## src/rtl/drsstc_pkg.sv

```systemverilog
// drsstc_pkg: shared types, defaults and timer-width helper for the gate driver
package drsstc_pkg;
  typedef enum logic [1:0] {ST_IDLE, ST_DEAD, ST_ON_A, ST_ON_B} state_t;
  typedef enum logic [1:0] {TGT_STOP, TGT_A, TGT_B} tgt_t;
  localparam int DEAD_DEF = 5;
  localparam int ON_MAX_DEF = 20;
  function automatic int tmr_w(input int n);
    return (n > 1) ? $clog2(n) : 1;
  endfunction
endpackage

```

## src/rtl/gate_drv_if.sv

```systemverilog
// gate_drv_if: bridge-driver signal bundle
// en/fb come from the controller; gate_a/gate_b/busy/fb_lost return from the driver
interface gate_drv_if;
  logic en;
  logic fb;
  logic gate_a;
  logic gate_b;
  logic busy;
  logic fb_lost;
  modport master (output en, fb, input gate_a, gate_b, busy, fb_lost);
  modport slave (input en, fb, output gate_a, gate_b, busy, fb_lost);
endinterface

```

## src/rtl/dead_tmr.sv

```systemverilog
// dead_tmr: loadable down-counter that parks at zero, with zero flag
// ports: clk, rst (async, high), load, val (reload value), zero (count is 0)
module dead_tmr import drsstc_pkg::*; #(
  parameter int MAX = 2
) (
  input  logic                    clk,
  input  logic                    rst,
  input  logic                    load,
  input  logic [tmr_w(MAX)-1:0]   val,
  output logic                    zero
);
  logic [tmr_w(MAX)-1:0] cnt;
  always_ff @(posedge clk or posedge rst)
    if (rst) cnt <= '0;
    else if (load) cnt <= val;
    else if (cnt != '0) cnt <= cnt - 1'b1;
  assign zero = cnt == '0;
endmodule

```

## src/rtl/gate_drv.sv

```systemverilog
// gate_drv: DRSSTC half-bridge gate driver with feedback commutation and dead time
// ports: clk, rst (async, high), bus (gate_drv_if.slave: en, fb in; gate_a, gate_b, busy, fb_lost out)
// option: GATE_DRV_WATCHDOG_EN adds an on-time watchdog that forces commutation and pulses fb_lost
module gate_drv import drsstc_pkg::*; #(
  parameter int DEAD   = DEAD_DEF,
  parameter int ON_MAX = ON_MAX_DEF
) (
  input  logic        clk,
  input  logic        rst,
  gate_drv_if.slave   bus
);
  localparam int DW = tmr_w(DEAD);
  if (DEAD < 1 || DEAD > 255 || ON_MAX < 2 || ON_MAX > 1023) begin : g_bad_param
    $error("gate_drv: DEAD or ON_MAX out of range");
  end
  state_t state, nxt;
  tgt_t tgt, nxt_tgt;
  logic dz, trip, gate_a, gate_b;
  dead_tmr #(.MAX(DEAD)) u_dead (
    .clk(clk), .rst(rst),
    .load(nxt == ST_DEAD && state != ST_DEAD),
    .val(DW'(DEAD - 1)),
    .zero(dz)
  );
`ifdef GATE_DRV_WATCHDOG_EN
  localparam int OW = tmr_w(ON_MAX);
  logic lost;
  dead_tmr #(.MAX(ON_MAX)) u_on (
    .clk(clk), .rst(rst),
    .load(state == ST_DEAD && (nxt == ST_ON_A || nxt == ST_ON_B)),
    .val(OW'(ON_MAX - 1)),
    .zero(trip)
  );
  always_ff @(posedge clk or posedge rst)
    if (rst) lost <= 1'b0;
    else lost <= bus.en && trip && ((state == ST_ON_A && bus.fb) || (state == ST_ON_B && !bus.fb));
  assign bus.fb_lost = lost;
`else
  assign trip = 1'b0;
  assign bus.fb_lost = 1'b0;
`endif
  // en=0 wins over fb or watchdog: the exit target becomes STOP
  always_comb begin
    nxt = state;
    nxt_tgt = tgt;
    case (state)
      ST_IDLE: if (bus.en) begin
        nxt = ST_DEAD;
        nxt_tgt = bus.fb ? TGT_A : TGT_B;
      end
      ST_DEAD: if (dz) nxt = (tgt == TGT_STOP || !bus.en) ? ST_IDLE : (tgt == TGT_A ? ST_ON_A : ST_ON_B);
      ST_ON_A: if (!bus.en || !bus.fb || trip) begin
        nxt = ST_DEAD;
        nxt_tgt = bus.en ? TGT_B : TGT_STOP;
      end
      ST_ON_B: if (!bus.en || bus.fb || trip) begin
        nxt = ST_DEAD;
        nxt_tgt = bus.en ? TGT_A : TGT_STOP;
      end
      default: nxt = ST_IDLE;
    endcase
  end
  // gates decode the next state so they switch on the same edge as the state
  always_ff @(posedge clk or posedge rst)
    if (rst) begin
      state <= ST_IDLE;
      tgt <= TGT_STOP;
      gate_a <= 1'b0;
      gate_b <= 1'b0;
    end else begin
      state <= nxt;
      tgt <= nxt_tgt;
      gate_a <= nxt == ST_ON_A;
      gate_b <= nxt == ST_ON_B;
    end
  assign bus.gate_a = gate_a;
  assign bus.gate_b = gate_b;
  assign bus.busy = state != ST_IDLE;
endmodule

```

## src/flat_wrapper.sv

```systemverilog
// flat-port wrapper written by rule: the top's interface ports become plain ports
module gate_drv_flat import drsstc_pkg::*;
#(
  parameter int DEAD   = DEAD_DEF,
  parameter int ON_MAX = ON_MAX_DEF
)
  (clk, rst, bus_en, bus_fb, bus_gate_a, bus_gate_b, bus_busy, bus_fb_lost);
  gate_drv_if bus_i ();
  input  logic clk;
  input  logic rst;
  input wire logic [$bits(bus_i.en)-1:0] bus_en;
  input wire logic [$bits(bus_i.fb)-1:0] bus_fb;
  output wire logic [$bits(bus_i.gate_a)-1:0] bus_gate_a;
  output wire logic [$bits(bus_i.gate_b)-1:0] bus_gate_b;
  output wire logic [$bits(bus_i.busy)-1:0] bus_busy;
  output wire logic [$bits(bus_i.fb_lost)-1:0] bus_fb_lost;
  assign bus_i.en = bus_en;
  assign bus_i.fb = bus_fb;
  assign bus_gate_a = bus_i.gate_a;
  assign bus_gate_b = bus_i.gate_b;
  assign bus_busy = bus_i.busy;
  assign bus_fb_lost = bus_i.fb_lost;
  gate_drv #(.DEAD(DEAD), .ON_MAX(ON_MAX)) u_core (.clk(clk), .rst(rst), .bus(bus_i));
endmodule
```

## config.mk

```make
export PLATFORM = sky130hd
export DESIGN_NAME = gate_drv_flat
export DESIGN_NICKNAME = d
export VERILOG_FILES = /design/src/rtl/drsstc_pkg.sv /design/src/rtl/gate_drv_if.sv /design/src/rtl/dead_tmr.sv /design/src/rtl/gate_drv.sv /design/src/flat_wrapper.sv
export SDC_FILE = /design/constraint.sdc
export NUM_CORES = 1
export LEC_CHECK = 0
export BUFFER_PORTS_ARGS = -buffer_cell sky130_fd_sc_hd__buf_2
export CAP_MARGIN = 15
export CORE_AREA = 5 5 42 44
export DETAILED_ROUTE_END_ITERATION = 6
export DIE_AREA = 0 0 47 49
export SLEW_MARGIN = 20
export SYNTH_ARGS = -nofsm -noshare
export SYNTH_HDL_FRONTEND = slang
export SYNTH_SLANG_ARGS = --single-unit
```

## constraint.sdc

```tcl
create_clock -name clk -period 1.77 [get_ports clk]
set_clock_uncertainty 0.1 [all_clocks]
set_input_delay 0.177 -clock clk [delete_from_list [all_inputs] [get_ports clk]]
set_output_delay 0.177 -clock clk [all_outputs]
set_load 0.05 [all_outputs]
```

==> metrics.cfg <==
[run_status]
outcome = finished clean

[sta]
fin_ws_ps = 211.6
hold_violations = 0
timing.fmax_mhz = 641.7
whs_ps = 130.4
tns_ps = 0
fin_crit_sh_pct = 88.04
rsz0062_at_grt = no
setup_viol = 0
slew_viol_final = 0
post-route-min-period_ps = 1558

[min_path]
hp-class = in2reg

[drt]
num_vias = 417
drtIter0Drc = 7
viasPerCell = 5.024
drt-total-wl_mm = 1.022
ant_nets = 0
drc = 0
wl_per_cell_um = 12.31
first_pass_iters = 5

[layout]
final_util_pct = 44.82
fin_nets = 74
layout_commonest_cell = dfrtp_1
diodes = 0
instances_no_fill = 83
area_growth_pct = 5.684
final_cell_mix = 9 x dfrtp_1, 6 x nand2_1, 6 x buf_2
drive_above_1_share_pct = 19.40
fillers = 144
final_cell_area_um2 = 628.1

[cts]
clk_latency_ps = 260
post-cts-setup-buffers = 0
clock_sinks = 9
clkTransAtPathRegs_ps = 60
cts-root-buf = clkbuf_4
cts_made_buffers = 3
cts_tree = built
cts_max_path_buffers = 2
htreeDepth = 1

[worst_setup_path]
worstSetupPathType = reg2out
crit_slowest_cell = dfrtp_1
end_kind = output pin
path_cells = nor2_1 > inv_1 > buf_2
required_ps = 1490
startpoint_type = flop
critPathMaxFanout = 13
crit_family = flip-flops
cpPeakStageDelay_ps = 610
path_buf_inv = 2
crit_arrival_ps = 1280

[synth]
synth_async_sr_flop_share_pct = 100.0
syn-num-nets = 67
synth-edff-count = 0
synth_cell_type_count = 30
yosysTopAreaCell = dfrtp_1
yosys-top-cells-area = dfrtp_1 38%, buf_6 7.6%, ha_1 4.2%, nand2_1 3.8%, a22oi_4 3.6%
avgSynthCellArea_um2 = 9.743
synth_area_um2 = 594.3
synth_seq_area_share_pct = 37.89
synth-seq-cells = 9
synth_top_area_share_pct = 37.89
yosysWarnings = 0
synthFlopType = dfrtp_1
synthCells = 61

[pwr]
p_leak_nw = 0.3092
power_mw = 1.004
p_per_area_mw_per_mm2 = 1598
peakVddDrop_mv = 0.6453

[place]
gp_congestion = 0.7333
post-dp-hpwl_um = 760.3
io_buffers = 6
preCtsSetupSlack_ps = 363.9
place_inst = 78
place_area_um2 = 591.8

[grt]
track_usage_pct = 11.51
grt_pass1_vias = 406
antenna_found_initial = 0
overflow = 0
grt_first_pass_wirelength_mm = 1.821
grt_max_degree = 14

[floorplanning]
num_rows = 14
dieArea_mm2 = 0.002303
start_util_pct = 42.41
die_w_um = 47
num_io_pins = 8
die_y_um = 49
fp.coreArea_mm2 = 0.001401

[job]
maxCapViolCount = 0

## area by class of cell
cell class                      instances  area [um2]  area share, %
Timing Repair Buffer                    7       40.04          6.375
Multi-Input combinational cell         42       297.8          47.41
Inverter                                5       18.77          2.988
Tap cell                               16       20.02          3.187
Clock buffer                            4       26.28          4.183
Sequential cell                         9       225.2          35.86
## routing by layer
layer / GRT usage (%) / routed length [um] / up-vias
met1: 14.00 / 484 / 188
met5: 0 / 0 / -
met2: 15.84 / 464 / 9
li1: - / - / 216
met4: 11.06 / 43 / 0
met3: 2.214 / 30 / 4
## synthesized netlist by cell type, types with 2 or more instances
cell	number
nor2_1	5
nand2_1	6
inv_1	5
nor3b_1	2
dfrtp_1	9
o21ai_0	3
ha_1	2
buf_6	4
a21oi_1	3
o211ai_1	2
## sequential cells by signal (all words and copies together) (netlist names)
register           count
u_core.bus.gate_a      1
u_core.bus.gate_b      1
u_core.state           2
u_core.tgt             2
u_core.u_dead.cnt      3
## worst paths after layout
| check | startpoint | end | slack (ps) | cells after the start |
|---|---|---|---|---|
| min in group asynchronous | rst | u_core.bus.gate_a$_DFF_PP0_ | 320 | 3 |
| min reg2reg | u_core.u_dead.cnt[1]$_DFFE_PP0P_ | u_core.u_dead.cnt[1]$_DFFE_PP0P_ | 450 | 1 |
| max | u_core.state[1]$_DFF_PP0_ | bus_busy | 210 | 3 |
| min | bus_en | u_core.state[1]$_DFF_PP0_ | 130 | 2 |
| max reg2reg | u_core.u_dead.cnt[0]$_DFFE_PP0P_ | u_core.bus.gate_a$_DFF_PP0_ | 340 | 5 |
| max in group asynchronous | rst | u_core.u_dead.cnt[1]$_DFFE_PP0P_ | 1000 | 3 |
## repair_timing
action,CTS,global route
setup endpoints to repair,0,0
gates resized for setup,0,0
endpoints found under the hold margin,9,0
hold buffers,1,0
## kinds of logic (layout without fill, tap and decap cells)
logic type               count (synthesis)  in the layout  synth area share [%]
AO/OA/AOI/OAI                           15             15                 20.21
XOR/XNOR                                 1              1                 1.474
adder cells (fa/ha/maj)                  2              2                 4.210
buffers and inverters                   10             16                 12.00
flip-flops                               9              9                 37.90
multiplexers                             1              1                 1.684
other                                    1              1                0.6310
AND/OR/NAND/NOR                         22             22                 21.89
## power breakdown
part	leakage (nW)	internal, mW	switching (mW)
Sequential	0.109	0.288	0.108
Clock	0.0150	0.0868	0.0710
Combinational	0.185	0.207	0.243
Note: power is estimated with default switching activity, not from simulation.
